`src/rtl/axis_common_pkg.sv`:
```
// Shared helpers for the AXI4-Stream width converters (upsizer and downsizer):
// lane-ratio / counter-width derivation, the cfg clamp and the lane-select test.
// Both converters use cfg = words-1, so the same helpers keep them in lock-step.
package axis_common_pkg;

  // Narrow words per wide word.
  function automatic int calc_ratio(input int m_width, input int s_width);
    return m_width / s_width;
  endfunction

  // Width of the lane counter; a RATIO of 1 still gets a 1-bit counter.
  function automatic int calc_cntr_width(input int ratio);
    return (ratio > 1) ? $clog2(ratio) : 1;
  endfunction

  // Clamp a requested words-1 value to the largest the datapath can hold.
  function automatic logic [15:0] clamp_cfg(input logic [15:0] cfg, input int ratio);
    int cfg_i;
    cfg_i = int'(cfg);
    if (cfg_i >= ratio) begin
      return 16'(ratio - 1);
    end
    return cfg;
  endfunction

  // A lane holds collected data only if it sits below the current lane pointer.
  function automatic logic lane_below(input int lane, input int cnt);
    return lane < cnt;
  endfunction

endpackage

```
`src/rtl/axis_out_reg.sv`:
```
// Purpose: single-entry registered output stage (data/valid/ready), areset active-high.
// Latency: 1 cycle from in_vld&in_rdy to out_vld.
// Backpressure: in_rdy = ~out_vld | out_rdy, so a full stage refills on the cycle it drains.
module axis_out_reg #(
  parameter int DATA_WIDTH = 128
) (
  input  logic                  aclk,
  input  logic                  areset,
  input  logic [DATA_WIDTH-1:0] in_dat,
  input  logic                  in_vld,
  output logic                  in_rdy,
  output logic [DATA_WIDTH-1:0] out_dat,
  output logic                  out_vld,
  input  logic                  out_rdy
);

  assign in_rdy = ~out_vld | out_rdy;

  // Load on accept; otherwise drop valid once the consumer takes the word.
  always_ff @(posedge aclk) begin
    if (areset) begin
      out_vld <= 1'b0;
      out_dat <= '0;
    end else if (in_vld && in_rdy) begin
      out_vld <= 1'b1;
      out_dat <= in_dat;
    end else if (out_rdy) begin
      out_vld <= 1'b0;
    end
  end

endmodule

```
`src/rtl/axis_upsizer.sv`:
```
// Purpose: packs N narrow AXI4-Stream beats (N = cfg_data+1, lowest lane first) into one wide word.
// Latency: 1 cycle from the word's last input beat to m_axis_tvalid.
// Backpressure: only a word-completing beat can stall, and only while the output stage is full and not drained.
// Optional macro AXIS_UPSIZER_TLAST_EN adds s_axis_tlast/m_axis_tlast; a tlast beat closes the word early.
module axis_upsizer
  import axis_common_pkg::*;
#(
  parameter int S_AXIS_TDATA_WIDTH = 32,
  parameter int M_AXIS_TDATA_WIDTH = 128
) (
  input  logic                          aclk,
  input  logic                          areset,
  input  logic [15:0]                   cfg_data,
  input  logic [S_AXIS_TDATA_WIDTH-1:0] s_axis_tdata,
  input  logic                          s_axis_tvalid,
  output logic                          s_axis_tready,
`ifdef AXIS_UPSIZER_TLAST_EN
  input  logic                          s_axis_tlast,
  output logic                          m_axis_tlast,
`endif
  output logic [M_AXIS_TDATA_WIDTH-1:0] m_axis_tdata,
  output logic                          m_axis_tvalid,
  input  logic                          m_axis_tready
);

  localparam int RATIO      = calc_ratio(M_AXIS_TDATA_WIDTH, S_AXIS_TDATA_WIDTH);
  localparam int CNTR_WIDTH = calc_cntr_width(RATIO);
  localparam int ACC_LANES  = (RATIO > 1) ? RATIO - 1 : 1;
`ifdef AXIS_UPSIZER_TLAST_EN
  localparam int OUT_WIDTH  = M_AXIS_TDATA_WIDTH + 1;
`else
  localparam int OUT_WIDTH  = M_AXIS_TDATA_WIDTH;
`endif

  logic [CNTR_WIDTH-1:0]                         cnt;
  logic [CNTR_WIDTH-1:0]                         lim;
  logic [CNTR_WIDTH-1:0]                         cfg_lim;
  logic [CNTR_WIDTH-1:0]                         eff_lim;
  logic [ACC_LANES-1:0][S_AXIS_TDATA_WIDTH-1:0]  acc;
  logic [M_AXIS_TDATA_WIDTH-1:0]                 word;
  logic                                          beat_last;
  logic                                          completes;
  logic                                          accept;
  logic                                          out_in_rdy;
  logic [OUT_WIDTH-1:0]                          out_in_dat;
  logic [OUT_WIDTH-1:0]                          out_dat;

  // A new word picks up cfg_data on its first beat; mid-word the latched limit rules.
  assign cfg_lim = CNTR_WIDTH'(clamp_cfg(cfg_data, RATIO));
  assign eff_lim = (cnt == '0) ? cfg_lim : lim;

`ifdef AXIS_UPSIZER_TLAST_EN
  assign beat_last = s_axis_tlast;
`else
  assign beat_last = 1'b0;
`endif

  // Only a completing beat needs room in the output stage.
  assign completes     = (cnt == eff_lim) | beat_last;
  assign s_axis_tready = ~completes | out_in_rdy;
  assign accept        = s_axis_tvalid & s_axis_tready;

  // Assemble the outgoing word: collected lanes below cnt, the live beat in lane cnt, zeros above.
  always_comb begin
    word = '0;
    for (int i = 0; i < ACC_LANES; i++) begin
      if (lane_below(i, int'(cnt))) begin
        word[i*S_AXIS_TDATA_WIDTH +: S_AXIS_TDATA_WIDTH] = acc[i];
      end
    end
    word[int'(cnt)*S_AXIS_TDATA_WIDTH +: S_AXIS_TDATA_WIDTH] = s_axis_tdata;
  end

  // Lane counter, latched limit and accumulator; a completing beat resets the word.
  always_ff @(posedge aclk) begin
    if (areset) begin
      cnt <= '0;
      lim <= '0;
      acc <= '0;
    end else begin
      if (cnt == '0) begin
        lim <= cfg_lim;
      end
      if (accept) begin
        if (completes) begin
          cnt <= '0;
          acc <= '0;
        end else begin
          cnt <= cnt + CNTR_WIDTH'(1);
          for (int i = 0; i < ACC_LANES; i++) begin
            if (i == int'(cnt)) begin
              acc[i] <= s_axis_tdata;
            end
          end
        end
      end
    end
  end

`ifdef AXIS_UPSIZER_TLAST_EN
  assign out_in_dat   = {beat_last, word};
  assign m_axis_tdata = out_dat[M_AXIS_TDATA_WIDTH-1:0];
  assign m_axis_tlast = out_dat[M_AXIS_TDATA_WIDTH];
`else
  assign out_in_dat   = word;
  assign m_axis_tdata = out_dat;
`endif

  axis_out_reg #(
    .DATA_WIDTH (OUT_WIDTH)
  ) u_out_reg (
    .aclk    (aclk),
    .areset  (areset),
    .in_dat  (out_in_dat),
    .in_vld  (accept & completes),
    .in_rdy  (out_in_rdy),
    .out_dat (out_dat),
    .out_vld (m_axis_tvalid),
    .out_rdy (m_axis_tready)
  );

endmodule

```
`config.mk`:
```
export PLATFORM = sky130hd
export DESIGN_NAME = axis_upsizer
export DESIGN_NICKNAME = d
export VERILOG_FILES = /design/src/rtl/axis_common_pkg.sv /design/src/rtl/axis_out_reg.sv /design/src/rtl/axis_upsizer.sv
export SDC_FILE = /design/constraint.sdc
export NUM_CORES = 1
export LEC_CHECK = 0
export BUFFER_PORTS_ARGS = -buffer_cell sky130_fd_sc_hd__buf_2
export CORE_MARGIN = 2
export CORE_UTILIZATION = 45
export CTS_BUF_LIST = sky130_fd_sc_hd__clkbuf_16
export DETAILED_ROUTE_END_ITERATION = 8
export PLACE_DENSITY = 0.68
export REMOVE_ABC_BUFFERS = 1
export SLEW_MARGIN = 20
export SYNTH_ARGS = -nofsm -noshare
export SYNTH_HDL_FRONTEND = slang
export SYNTH_SLANG_ARGS = --single-unit
```
`constraint.sdc`:
```
create_clock -name aclk -period 5.8 [get_ports aclk]
set_clock_uncertainty 0.15 [all_clocks]
set_input_delay 0.58 -clock aclk [delete_from_list [all_inputs] [get_ports aclk]]
set_output_delay 0.58 -clock aclk [all_outputs]
set_load 0.02 [all_outputs]
```
* Yosys cells after proc, flatten, opt, wreduce, memory -nomap -nowiden
Cells that the tools add are included.
Storage, ports and cells: register bits after elaboration 229, input port bits 52, output and inout bits 130, word-level logic and storage cells 49
Cells by class: $add $sub $neg 2, order comparisons 4, equality and inequality tests 3, shift operators 2, mux-type cells 15, bitwise operators 6, reductions and logical operators 10
Operators with widths (number):
- 2-to-1 mux 32 bit | 6
- bitwise mux 128 bit | 1
- variable shift 32 x 33 -> 128 bit, first input constant | 1
- indexed part select 32 x 33 -> 128 bit | 1
- 2-to-1 mux 96 bit | 1
- negation 7 -> 33 bit | 1
- >= comparator 16 x 3 -> 1 bit, second input constant | 1
- 2-to-1 mux 2 bit | 4
- nonzero test 2 bit | 4
- AND reduction 2 bit | 3
- == test 2 bit, first input constant | 2
- logical NOT 2 bit | 2
- < comparator 1 x 2 -> 1 bit, first input constant | 2
- 2-to-1 mux 1 bit | 3
- adder 2 x 1 -> 2 bit, second input constant | 1
- bitwise AND 1 bit | 2
- == test 2 bit | 1
- < comparator 2 bit, first input constant | 1
- inverter 1 bit | 2
- OR 1 bit | 2
- logical AND 1 bit | 1

* Longest topological paths before layout
Gate-level depths: netlist of the first run.
depth after elaboration 11, mapped depth 13, gate-level depth less buffers 8

* Modules after synthesis
Synthesis of the first run repeated with hierarchy kept, for this count alone.
Second synthesis, totals: cells, all modules 1092, area total of the unflattened synthesis 11006.8 um^2
By module, submodules not included:
- axis_out_reg | instances 1, cells each 588, area an instance 5899.4 um^2, sequential area each 2582.5 um^2
- axis_upsizer | instances 1, cells each 504, area an instance 5107.4 um^2, sequential area each 2001.9 um^2

* Least setup slack after synthesis of the first run
Ideal clock, no wire load.
path kind flip-flop to output port, start point register cnt[0], end point output s_axis_tready, data arrival time 2385 ps, required time 5070 ps, path slack 2685 ps, cell stages (with the launch flop) 12, buffers on the path 4, cells stage by stage dfxtp_1 > clkbuf_1 > inv_1 > ha_1 > buf_2 > nor4b_2 > and4_1 > nor3_2 > nor4_2 > buf_2 > buf_2 > nand2_1
On the way: word-level cells in the longest chain between the ends 5
RTL lines:
- start: declaration | RTL line axis_upsizer.sv:35 | logic [CNTR_WIDTH-1:0] cnt;
- start signal: assignment | RTL line axis_upsizer.sv:89 | cnt <= cnt + CNTR_WIDTH'(1);
- logical NOT 2 bit | RTL line axis_upsizer.sv:50 | assign eff_lim = (cnt == '0) ? cfg_lim : lim;
- 2-to-1 mux 2 bit
- == test 2 bit * | RTL line axis_upsizer.sv:59 | assign completes = (cnt == eff_lim) | beat_last;
- inverter 1 bit * | RTL line axis_upsizer.sv:60 | assign s_axis_tready = ~completes | out_in_rdy;
- OR 1 bit * | RTL line axis_upsizer.sv:60
- end: declaration | RTL line axis_upsizer.sv:16 | output logic s_axis_tready,
Mark *: on every way between the ends. The rest lies on a longest branch, timed or not.

* Worst setup path in the final report of the first run
Same ends and word-level chain as after synthesis.

==> results of run 1 <==
path summary, 6_finish.rpt:
check | startpoint | to | cells past startpoint
max | cnt[0] | s_axis_tready | 9
min | s_axis_tdata[11] | u_out_reg.out_dat[107] | 3
max reg2reg | cnt[0] | acc[9] | 9
min reg2reg | u_out_reg.out_dat[116] | u_out_reg.out_dat[116] | 2
cell families after synthesis:
group / count (synthesis)
muxes: 32
AOI/OAI and AO/OA: 401
adders and majority gates: 8
and+or+nand+nor: 104
DFF: 229
buffers and inverters: 102
xor gates and xnor gates: 2
per-stage QoR:
step	TNS, ps	power [mW]	utilization	hold slack, ps
finish	0	3.75	0.554	218
global route	0	3.89	0.554	216
CTS	0	3.77	0.552	202
detailed placement	0	2.19	0.510	298
global placement	0	2.19	0.510	291
floorplan	-351640	2.00	-	293
placed cells by master, fill, tap and decap left out, types with 2 or more instances in the layout:
master,instances
nor2_1,6
nor4_2,4
o21ai_0,2
and4_1,2
a211oi_1,97
nor2_4,3
nand3_1,2
buf_2,180
and4_2,2
inv_1,12
mux2i_1,32
nand4_1,2
o22ai_4,2
a21oi_1,97
ha_1,8
nor3_1,2
a22oi_1,96
clkinvlp_4,2
nor3_2,4
nor4b_2,3
bufinv_16,4
clkinv_2,4
dfxtp_1,229
a21oi_2,2
nand2_1,67
xnor2_1,2
a22o_1,96
buf_4,12
clkbuf_16,25
a31oi_1,2
clkinv_1,3
report_power, final:
| part | internal (mW) | switching, mW | leakage (nW) | total [mW] |
|---|---|---|---|---|
| registers | 1.65 | 0.0457 | 1.86 | 1.70 |
| logic | 0.153 | 0.312 | 2.00 | 0.465 |
| clock network | 0.957 | 0.625 | 0.415 | 1.58 |
| total | 2.76 | 0.983 | 4.27 | 3.75 |
layout make-up:
| cell class | instances | share of cell area |
|---|---|---|
| Sequential cell | 229 | 0.427 |
| Multi-Input combinational cell | 547 | 0.369 |
| Clock inverter | 18 | 0.0177 |
| Tap cell | 265 | 0.0309 |
| Inverter | 8 | 0.00279 |
| Clock buffer | 25 | 0.0582 |
| Timing Repair Buffer | 193 | 0.0948 |
flip-flops by register name, indices dropped and copies added (netlist names):
| name | flops |
|---|---|
| cnt | 2 |
| acc | 96 |
| u_out_reg.out_vld | 1 |
| u_out_reg.out_dat | 128 |
| lim | 2 |
critical path, cell delays in order, from the launching register on:
cell and delay, ps:
dfxtp_1 450, inv_1 320, ha_1 430, nor4b_2 290
and4_1 280, nor3_2 90, nor4_4 360, buf_4 520
nand2_1 100, buf_2 180
per-layer routing:
metal | share of wire | track usage | routed length, µm
met1 | 0.45 | 0.333 | 11500
met2 | 0.47 | 0.390 | 12000
met3 | 0.076 | 0.0467 | 1960
met4 | 0.014 | 0.0598 | 357
met5 | 0 | 0 | 0
cells in the mapped netlist, drive strengths merged, types with 5 or more instances:
library cell	count
nor4	5
a22o	96
a22oi	96
ha	8
dfxtp	229
inv	7
nor2	9
nand2	68
a21oi	99
a211oi	97
nor3	6
buf	27
clkbuf	67
mux2i	32
==> impl_results.md, run 1 <==
* Crit path launch type: flop
* Number of hold buffers added after CTS at 0
* Main synth FF type: dfxtp_1
* Final WL at 25.9 mm
* FF-to-FF setup slack at 1790 ps
* Yosys reg bits at 229
* Synth cell types at 39
* YS warnings at 0
* Row cnt at 51
* Clk buf depth at 3
* Worst Tran Pin Value at 1130 ps
* Setup WS pre-CTS at 1840 ps
* I/O Buffers at 181
* Area leader, netlist: dfxtp_1
* Io pins at 182
* # diodes at 0
* Synth area leaders: dfxtp_1 (52%), a22o_1 (9.5%), a211oi_1 (8.2%)
* XOR/XNOR Fraction of Synth Area at 0.00198
* Critical Path AT at 3520 ps
* Via density at 5.96
* Asr flop ratio synth at 0
* Initial DRC count at 611
* Final Max Slew Viols at 0
* Mapped cell area at 8860 µm²
* GRT Overall Usage at 0.241
* Largest net degree at the start of global routing at 98
* Die Y-Extent at 144 µm
* CTS tree: built
* Syn Area/Cell at 10.1 µm²
* Synth Area in Compound Gates at 0.328
* Total CTS buffers at 24
* Worst rel slew slack at 0.243
* Placed inst area at 9900 µm²
* Final std cells w/o fill at 1285
* Drt drc at 0
* Fin. Hold Viols at 0
* MaxCap Viol Count at 0
* DP HPWL at 14.6 mm
* Hold Path Class: in2reg
* H-tree depth at 1
* CTS root buf: clkbuf_16
* Main combinational cell family by area after synthesis: compound AO/OA/AOI/OAI gates
* RSZ-0062 raised after global routing: no
* Worst skew pair latency at 510 ps
* Static Leak at 4.27 nW
* CP Class: reg2out
* Mux contribution to synthesized area at 0.0361
* Cell area after layout at 10700 µm²
* NumNets Final at 1063
* Multi-input logic area at 3960 µm²
* GP Congestion at 0.755
* Area delta synth->final at 21.2%
* Synth top area share at 0.517
* Pre-antenna DRT Iters at 5
* Total power divided by cell area at 349 nW/µm²
* Final setup violation count at 0
* Synth Area in Adders at 0.0113
* Crit path capture type: output pin
* Post-synth EDFFs at 0
* Buffer count from post-CTS setup fixing at 0
* FF/Latch Area at 4580 µm²
* Routed wire per std cell at 20.1 µm
* CP Max Fanout at 46
* # fillers at 1766
* Placed cell count at 1241
* Synth Area in Simple Gates at 0.0579
* TritonCTS sink count at 229
* Clk slew on worst S/H paths at 60 ps
* Final worst-path setup slack at 1550 ps
* Via count at 7655
* Synth Instances at 878
* Core ar. at 19400 µm²
* Fin crit share at 0.733
* Initial Util at 0.457
* Fin crit period at 4250 ps
* Fmax at 235 MHz
* Die W at 144 µm
* Total die area at 20800 µm²
* Layout cells sized above 1 at 0.252
* Status: finished, final reports clean
* DRT antenna net count at 0
* Antenna violations before repair at 0
* CP required at 5070 ps
* Seq/Total Area, Yosys at 0.517
* First-pass GRT wire length at 40.0 mm
* Post-CTS resize count at 0
* Gr ovfl total at 0
* Maximum vdd ir drop at 236 µV
* Vias in the first global route at 7242
(Power assumes the default switching activity.)
==> run 2: changes to the inputs <==
Settings changed: PLACE_DENSITY 0.68 to 0.7.
Clock period 5.8 ns to 3.8 ns, I/O delays scaled along.
==> run 2 against run 1 <==
Cell count rose by 1.2%. Largest power group unchanged. Total power rose by 49%. Die area did not move. Combinational power rose by 57%. Via count rose by 1.4%. Sequential cell count did not move. Sequential power rose by 52%. Utilization rose by 0.45 points. Clock power rose by 42%. Design area rose by 0.80%. Hold slack got worse by 200 ps. Global-route usage barely moved.
==> impl_results.md, run 2 (synthesis gave the netlist of run 1 again) <==
* Clk buf depth at 3 (unchanged)
* Routed wire per std cell at 19.8 µm (was 20.1 µm)
* DP HPWL at 15.8 mm (was 14.6 mm)
* RR Startpoint: cnt[1] (was cnt[0])
* Hold wc startpoint: s_axis_tdata[11] (unchanged)
* FF-to-FF setup slack at 440 ps (was 1790 ps)
* # fillers at 1827 (was 1766)
* Vias in the first global route at 7214 (was 7242)
* Initial DRC count at 537 (was 611)
* Hold endpoint: u_out_reg.out_dat[107] (unchanged)
* Fin. Hold Viols at 0 (unchanged)
* Layout cells sized above 1 at 0.264 (was 0.252)
* Max FFs per register at 128 (unchanged)
* Internal power at 4.09 mW (was 2.76 mW)
* NumNets Final at 1080 (was 1063)
* CP required at 3270 ps (was 5070 ps)
* Switching share of power at 0.265 (was 0.262)
* Gr ovfl total at 0 (unchanged)
* Worst rel slew slack at 0.280 (was 0.243)
* Worst Tran Pin Value at 1080 ps (was 1130 ps)
* Largest net degree at the start of global routing at 56 (was 98)
* Fin crit share at 0.905
* Io pins at 182 (unchanged)
* CTS tree: built (unchanged)
* Status: finished, final reports clean (unchanged)
* CP Class: reg2out (unchanged)
* # diodes at 0 (unchanged)
* TritonCTS sink count at 229 (unchanged)
* Final std cells w/o fill at 1301 (was 1285)
* Die W at 144 µm (unchanged)
* Sequential share of power at 0.466 (was 0.453)
* Number of hold buffers added after CTS at 0 (unchanged)
* Drt drc at 0 (unchanged)
* Row cnt at 51 (unchanged)
* Total CTS buffers at 24 (unchanged)
* CP Max Fanout at 14 (was 46)
* Hold Path Class: in2reg (unchanged)
* Placed cell count at 1259 (was 1241)
* R2R Path End: acc[43] (was acc[9])
* First-pass GRT wire length at 40.0 mm (about the same)
* Post-CTS resize count at 0 (unchanged)
* Crit path launch type: flop (unchanged)
* Worst setup path start: cnt[1] (was cnt[0])
* I/O Buffers at 181 (unchanged)
* DRT antenna net count at 0 (unchanged)
* Crit path capture type: output pin (unchanged)
* Initial Util at 0.457 (unchanged)
* Via density at 5.97 (was 5.96)
* CTS root buf: clkbuf_16 (unchanged)
* Final WL at 25.7 mm (was 25.9 mm)
* H-tree depth at 1 (unchanged)
* Hold depth at 3 (unchanged)
* Pre-antenna DRT Iters at 5 (unchanged)
* Die Y-Extent at 144 µm (unchanged)
* Commonest non-fill, non-tap cell in the layout: dfxtp_1 (unchanged)
* GP Congestion at 0.803 (was 0.755)
* RSZ-0062 raised after global routing: no (unchanged)
* Setup TNS at 0 ps (unchanged)
* Total power divided by cell area at 514 nW/µm² (was 349 nW/µm²)
* Via count at 7762 (was 7655)
* Core Util, Final at 0.558 (was 0.554)
* Core ar. at 19400 µm² (unchanged)
* Total die area at 20800 µm² (unchanged)
* Area delta synth->final at 22.2% (was 21.2%)
* Largest reg by FF count: u_out_reg.out_dat (unchanged)
* Logic pwr share at 0.131 (was 0.124)
* Worst skew pair latency at 510 ps (about the same)
* Worst Reg-to-Reg Cells at 8 (was 9)
* Commonest non-fill, non-tap cells in the layout: dfxtp_1 (229), buf_2 (180), a21oi_1 (97), a211oi_1 (97) (unchanged)
* MaxCap Viol Count at 0 (unchanged)
* Static Leak at 4.35 nW (was 4.27 nW)
* Final Max Slew Viols at 0 (unchanged)
* Clk slew on worst S/H paths at 60 ps (about the same)
* Buffer count from post-CTS setup fixing at 0 (unchanged)
* GRT Overall Usage at 0.241 (about the same)
* Clock power frac at 0.403 (was 0.423)
* Maximum vdd ir drop at 293 µV (was 236 µV)
* Total Power at 5.57 mW (was 3.75 mW)
* Final setup violation count at 0 (unchanged)
* Largest registers: u_out_reg.out_dat x128, acc x96 (unchanged)
* NetSw at 1.48 mW (was 0.983 mW)
* Antenna violations before repair at 0 (unchanged)
* Fin crit period at 3440 ps
* Critical Path AT at 2910 ps (was 3520 ps)
* Hold slack at 20.0 ps (was 218 ps)
* Fmax at 291 MHz
-- run 2: cell types whose count changed in the layout (fill, tap and decap cells not counted) --
cell and change:
buf_16 -1, bufinv_16 -2, clkinvlp_4 -2, clkinv_4 +1, clkinv_1 -1, buf_4 +15
buf_12 +3, clkinv_2 +4, inv_6 -1
-- run 2: cell type report --
| class | instances | area, µm² | area share |
|---|---|---|---|
| inverters | 8 | 30.0 | 0.00277 |
| repair buffers | 210 | 1160 | 0.107 |
| clock inverters | 17 | 131 | 0.0121 |
| clock buffers | 25 | 626 | 0.0578 |
| multi-input cells | 547 | 3960 | 0.366 |
| well taps | 265 | 332 | 0.0306 |
| flip-flops and latches | 229 | 4580 | 0.423 |
-- run 2: worst max-delay path by stage --
stage	end	slack, ps	cells after the start
floorplan	u_out_reg.out_dat[100]	-4930	8
global placement	acc[63]	630	8
detailed placement	acc[36]	500	8
CTS	s_axis_tready	340	9
global route	acc[33]	140	8
finish	s_axis_tready	360	9
-- run 2: critical path, stage by stage, from the launching register on --
cell and delay, ps:
dfxtp_1 380, inv_1 110, ha_1 380, nor4b_2 310, and4_1 290, nor3_2 90, nor4_4 320, buf_4 270
nand2_1 80, buf_2 170
-- run 2: stage by stage --
step                      cell area [µm²]  worst slack [ps]
after global routing                10800               142
final                               10800               362
after global placement              10100               625
after floorplan                      8470             -4930
after CTS                           10800               342
after detailed placement            10100               499
-- run 2: per-layer routing --
metal | track usage | up-vias | share of wire
met1 | 0.340 | 3767 | 0.45
li1 | - | 3656 | -
met3 | 0.0434 | 38 | 0.065
met2 | 0.384 | 301 | 0.47
met4 | 0.0593 | 0 | 0.019
met5 | 0 | - | 0
-- run 2: power groups by stage --
stage	logic [mW]	registers, mW	clock network [mW]
2_1_floorplan	0.345	2.70	0
3_3_place_gp	0.716	2.64	0
3_5_place_dp	0.726	2.64	0
4_1_cts	0.729	2.59	2.29
5_1_grt	0.791	2.60	2.38
6_report	0.731	2.59	2.25
